`src/rtl/audio_soft_mute_gain.sv`:
```
// audio_soft_mute_gain
//   Stereo gain / soft-mute stage. Each accepted sample is multiplied by the
//   currently applied gain (unity = 2^(gain_width-1)) and saturated. The
//   applied gain walks toward its target (0 when muted, otherwise `gain`) by
//   ramp_step once per stereo frame, so gain changes never click.
//
// Ports
//   clk, nreset        processing clock, asynchronous active-low reset
//   mute, gain         target control (mute forces target 0)
//   i_valid/i_ready    upstream handshake, i_is_left / i_audio payload
//   o_valid/o_ready    downstream handshake, o_is_left / o_audio payload
//   is_muted           high while the applied gain is 0
module audio_soft_mute_gain #(
  parameter int audio_width = 16,
  parameter int gain_width  = 8,
  parameter int ramp_step   = 1
) (
  input  logic                   clk,
  input  logic                   nreset,
  input  logic                   mute,
  input  logic [gain_width-1:0]  gain,
  input  logic                   i_valid,
  output logic                   i_ready,
  input  logic                   i_is_left,
  input  logic [audio_width-1:0] i_audio,
  output logic                   o_valid,
  input  logic                   o_ready,
  output logic                   o_is_left,
  output logic [audio_width-1:0] o_audio,
  output logic                   is_muted
);

  localparam int PW = audio_width + gain_width + 1;
  localparam logic [gain_width:0] STEP_C = (gain_width + 1)'(ramp_step);
  localparam logic signed [PW-1:0] SAT_MAX =
    {{(PW - audio_width + 1){1'b0}}, {(audio_width - 1){1'b1}}};
  localparam logic signed [PW-1:0] SAT_MIN =
    {{(PW - audio_width + 1){1'b1}}, {(audio_width - 1){1'b0}}};

  typedef enum logic [1:0] {
    RAMP_HOLD = 2'd0,
    RAMP_UP   = 2'd1,
    RAMP_DOWN = 2'd2
  } ramp_dir_e;

  // Clamp a full-precision scaled value into the sample range.
  function automatic logic [audio_width-1:0] sat_fn(input logic signed [PW-1:0] v);
    logic [audio_width-1:0] r;
    if (v > SAT_MAX) begin
      r = SAT_MAX[audio_width-1:0];
    end else if (v < SAT_MIN) begin
      r = SAT_MIN[audio_width-1:0];
    end else begin
      r = v[audio_width-1:0];
    end
    return r;
  endfunction

  logic                   o_valid_q, o_valid_d;
  logic                   o_is_left_q, o_is_left_d;
  logic [audio_width-1:0] o_audio_q, o_audio_d;
  logic [gain_width-1:0]  cur_gain_q, cur_gain_d;
  logic                   is_muted_q, is_muted_d;

  logic                   accept_s, fire_s;
  logic [gain_width-1:0]  target_s, ramp_next_s;
  logic [gain_width:0]    up_sum_s;
  logic [gain_width:0]    down_gap_s;
  ramp_dir_e              ramp_dir_s;
  logic signed [PW-1:0]   audio_ext_s, gain_ext_s, prod_s, shifted_s;

  assign i_ready  = !o_valid_q || o_ready;
  assign accept_s = i_valid && i_ready;
  assign fire_s   = o_valid_q && o_ready;

  // Scale the incoming sample by the gain in force before any update.
  always_comb begin
    audio_ext_s = {{(gain_width + 1){i_audio[audio_width-1]}}, i_audio};
    gain_ext_s  = {{audio_width{1'b0}}, cur_gain_q};
    prod_s      = audio_ext_s * gain_ext_s;
    shifted_s   = prod_s >>> (gain_width - 1);
  end

  // Next applied gain: one bounded step toward the target, never past it.
  always_comb begin
    target_s    = mute ? {gain_width{1'b0}} : gain;
    up_sum_s    = {1'b0, cur_gain_q} + STEP_C;
    down_gap_s  = {1'b0, cur_gain_q - target_s};
    ramp_next_s = cur_gain_q;
    if (cur_gain_q < target_s) begin
      ramp_dir_s = RAMP_UP;
    end else if (cur_gain_q > target_s) begin
      ramp_dir_s = RAMP_DOWN;
    end else begin
      ramp_dir_s = RAMP_HOLD;
    end
    case (ramp_dir_s)
      RAMP_UP: begin
        if (up_sum_s >= {1'b0, target_s}) begin
          ramp_next_s = target_s;
        end else begin
          ramp_next_s = up_sum_s[gain_width-1:0];
        end
      end
      RAMP_DOWN: begin
        if (down_gap_s <= STEP_C) begin
          ramp_next_s = target_s;
        end else begin
          ramp_next_s = cur_gain_q - STEP_C[gain_width-1:0];
        end
      end
      default: ramp_next_s = cur_gain_q;
    endcase
    // Only an accepted right sample closes a frame and moves the gain.
    if (accept_s && !i_is_left) begin
      cur_gain_d = ramp_next_s;
    end else begin
      cur_gain_d = cur_gain_q;
    end
    is_muted_d = (cur_gain_d == {gain_width{1'b0}});
  end

  // Output register stage: load on accept, drain on fire, else hold.
  always_comb begin
    o_valid_d   = o_valid_q;
    o_is_left_d = o_is_left_q;
    o_audio_d   = o_audio_q;
    if (accept_s) begin
      o_valid_d   = 1'b1;
      o_is_left_d = i_is_left;
      o_audio_d   = sat_fn(shifted_s);
    end else if (fire_s) begin
      o_valid_d   = 1'b0;
    end else begin
      o_valid_d   = o_valid_q;
    end
  end

  // State registers; reset starts from silence so the output fades in.
  always_ff @(posedge clk or negedge nreset) begin
    if (!nreset) begin
      o_valid_q   <= 1'b0;
      o_is_left_q <= 1'b0;
      o_audio_q   <= {audio_width{1'b0}};
      cur_gain_q  <= {gain_width{1'b0}};
      is_muted_q  <= 1'b1;
    end else begin
      o_valid_q   <= o_valid_d;
      o_is_left_q <= o_is_left_d;
      o_audio_q   <= o_audio_d;
      cur_gain_q  <= cur_gain_d;
      is_muted_q  <= is_muted_d;
    end
  end

  assign o_valid   = o_valid_q;
  assign o_is_left = o_is_left_q;
  assign o_audio   = o_audio_q;
  assign is_muted  = is_muted_q;

endmodule

```
`config.mk`:
```
export PLATFORM = sky130hd
export DESIGN_NAME = audio_soft_mute_gain
export DESIGN_NICKNAME = d
export VERILOG_FILES = /design/src/rtl/audio_soft_mute_gain.sv
export SDC_FILE = /design/constraint.sdc
export NUM_CORES = 1
export LEC_CHECK = 0
export ABC_AREA = 1
export BUFFER_PORTS_ARGS = -buffer_cell sky130_fd_sc_hd__buf_4
export CELL_PAD_IN_SITES_DETAIL_PLACEMENT = 1
export CELL_PAD_IN_SITES_GLOBAL_PLACEMENT = 1
export CORE_MARGIN = 8
export CORE_UTILIZATION = 47
export CTS_BUF_LIST = sky130_fd_sc_hd__clkbuf_2 sky130_fd_sc_hd__clkbuf_4 sky130_fd_sc_hd__clkbuf_8
export DETAILED_ROUTE_END_ITERATION = 8
export PLACE_DENSITY_LB_ADDON = 0.1
export SLEW_MARGIN = 5
export SYNTH_ARGS = -nofsm -noshare
export SYNTH_HDL_FRONTEND = slang
export SYNTH_SLANG_ARGS = --single-unit
```
`constraint.sdc`:
```
create_clock -name clk -period 5.7 [get_ports clk]
set_clock_uncertainty 0.2 [all_clocks]
set_input_delay 0.855 -clock clk [delete_from_list [all_inputs] [get_ports clk]]
set_output_delay 0.855 -clock clk [all_outputs]
set_load 0.01 [all_outputs]
```
==> results.cfg <==
[clocking]
cts.sinks = 27
clk_pin_slew_ps = 90
cts_tree = built
clkLatencyLatePin_ps = 260
cts_buffer_depth = 2
ctsHoldBuffers = 0
cts_htree_levels = 1
clock-root-buffer = clkbuf_8
numCtsBuffers = 3

[drt]
drt_iter0_drc = 247
first_pass_iters = 4
vias_per_cell = 4.94
drc = 0
ant_nets = 0
wl_per_cell_um = 16.2
num_vias = 6596
routed_wl_um = 21700

[placed_design]
io_buffers = 49
gp_congestion = 0.869
dp_slack_ps = -116
post-place-cells = 1328
hpwl_um = 18300

[yosys]
syn-cell-area_um2 = 7520
synth_top_family_by_area = adder cells
synth_top_cell_by_area = fa_1
ys_types = 46
synth-compound-area-share_pct = 6.42
ys_seq_area_share_pct = 9.00
synthAdderAreaFrac_pct = 37.8
ys.warnings.count = 0
synthXorXnorAreaFrac_pct = 3.48
synth_top_area_share_pct = 27.2
synth.avg_cell_area_um2 = 6.98
synth_nets = 1274
synth_flop_cell = dfrtp_1
ys_ff_latch = 27
synthSimpleGateAreaFrac_pct = 25.6
synth-edff-count = 0
synth_mux_area_share_pct = 0
synth_area_leaders = fa_1 27%, inv_1 15%, nand2_1 14%, ha_1 11%, dfrtp_1 8.7%
synth_cells = 1078
async_flop_share_pct = 100

[floorplanning]
die_area_um2 = 20300
start_util_pct = 47.7
fp.coreArea_um2 = 15800
num_rows = 46
io-pin-count = 50
die_h_um = 143
fp.dieW_um = 143

[timing]
fmax_mhz = 182
min_period_over_period_pct = 96.6
hold_slack_ps = 286
slew_headroom_pct = 59.8
final_max_slew_viol_count = 0
setup_ws_ps = 196
min_period_ps = 5500
hold_violations = 0
setup-violations-final = 0
worstMarginPinSlew_ps = 600

[cells_and_area]
instances_no_fill = 1334
area_growth_pct = 9.63
n_antenna_cell = 0
drive_above_1_share_pct = 11.6
num-nets-final = 1315

[worst_setup_path]
cp.required_ps = 5660
rr_startpoint = cur_gain_q[2]$_DFF_PN0_
r2r_setup_slack_ps = 300
cp-end-kind = flop
crit_fanout = 8
r2r-end = o_audio[6]$_DFFE_PN0P_
reg2regPathDepth = 19
start_kind = primary input
crit_type = in -> reg
worstPathArrival_ps = 5470

[grt]
gr-total-overflow = 0
grtUsageTotal_pct = 22.1
grt_antenna_before_repair = 0
grt_pass1_vias = 7301
grt_start_max_net_pins = 28
grt_pass1_wl_um = 35800

[run]
max_cap_violations = 0

[outcome]
outcome = complete, no violations

[min_path]
hold_class = in -> async
==> cell type report <==
type / count / area [um^2]
Multi-Input combinational cell: 711 / 5550
Clock buffer: 4 / 48.8
Inverter: 306 / 1150
Fill cell: 2128 / 7520
Timing Repair Buffer: 70 / 551
Sequential cell: 27 / 679
Tap cell: 216 / 270
==> worst max-delay path by stage <==
stage,start,to,slack [ps],depth (start not counted)
2_1_floorplan,i_audio[15],o_audio[5]$_DFFE_PN0P_,120,21
3_3_place_gp,i_audio[15],o_audio[2]$_DFFE_PN0P_,50,20
3_5_place_dp,i_audio[15],o_audio[3]$_DFFE_PN0P_,-120,23
4_1_cts,cur_gain_q[2]$_DFF_PN0_,o_audio[6]$_DFFE_PN0P_,100,21
5_1_grt,i_audio[15],o_audio[7]$_DFFE_PN0P_,-6,23
6_report,i_audio[15],o_audio[6]$_DFFE_PN0P_,200,20
==> synth_stat cells (9+ instances only) <==
library cell	n
a21oi_2	12
dfrtp_1	26
nor3_1	10
clkbuf_1	14
clkbuf_2	9
inv_1	298
xnor2_1	11
nand2_1	287
a21oi_1	33
xor2_1	17
ha_1	64
fa_1	102
nand3_1	36
nor2_1	55
nand4_1	22
==> worst max-delay path, stage by stage <==
cell and delay, ps:
buf_4 140, nand2_1 60, inv_1 70, fa_1 560, inv_1 140, fa_1 560, inv_1 100, fa_1 550
inv_1 60, fa_1 530, inv_1 40, ha_1 360, nand4_1 220, nor2_4 160, nand2_1 70, o211ai_2 210
xor2_2 270, nand3_2 220, nand2_4 220, a21oi_2 80
==> timing repair <==
action / 4_1_cts / 5_1_grt
endpoints found under the setup margin: 0 / 15
buffers inserted: 0 / 1
gates resized for setup: 0 / 6
==> metal layers <==
metal	vias up	GRT usage [%]	share of wire, %
li1	3230	-	-
met1	3245	25.8	41
met2	94	42.6	54
met3	27	1.85	3.2
met4	0	4.87	1.7
met5	-	0	0
==> cells by family (layout without fill, tap and decap cells) <==
family                     after synthesis  count (layout)
buffers and inverters                  341             380
and+or+nand+nor                        441             442
DFF                                     27              27
AOI/OAI and AO/OA                       74              74
xor gates and xnor gates                29              29
adders and majority gates              166             166
==> layout by cell type, fill, tap and decap left out, types with 2 or more instances in the layout <==
| master | n |
|---|---|
| nor3_2 | 2 |
| dfrtp_1 | 24 |
| o21ai_1 | 5 |
| buf_4 | 68 |
| nand3_1 | 35 |
| nand3_2 | 7 |
| nor2_1 | 55 |
| xor2_1 | 17 |
| nand2_2 | 4 |
| nand2_4 | 3 |
| inv_2 | 5 |
| o21bai_1 | 3 |
| inv_1 | 298 |
| fa_1 | 102 |
| ha_1 | 64 |
| a21oi_2 | 13 |
| nor2_4 | 4 |
| clkinv_1 | 3 |
| o21ai_0 | 7 |
| xnor2_1 | 11 |
| a31oi_1 | 2 |
| a21oi_1 | 32 |
| nand2_1 | 287 |
| nor3_1 | 9 |
| nor2_2 | 7 |
| a21o_1 | 5 |
| buf_12 | 2 |
| dfrtp_2 | 2 |
| o21ai_4 | 2 |
| nand3b_1 | 2 |
| nand4_1 | 22 |
| clkbuf_8 | 3 |
==> per-stage QoR <==
stage                     utilization [%]  cell area, um^2  setup TNS, ps
after global routing                 52.3             8250          -19.3
after detailed placement             51.6             8140          -1480
after global placement               51.6             8140              0
final                                52.3             8250              0
after floorplan                         -             7520              0
after CTS                            51.9             8190              0
==> registers in the layout (all words and copies together), names as in the netlist <==
register,cells
o_audio,16
cur_gain_q,8
is_muted,1
o_is_left,1
o_valid,1
Power is left out: the tool's default activity adds up to more than one toggle a clock period on the data nets, which glitch-free logic cannot reach.
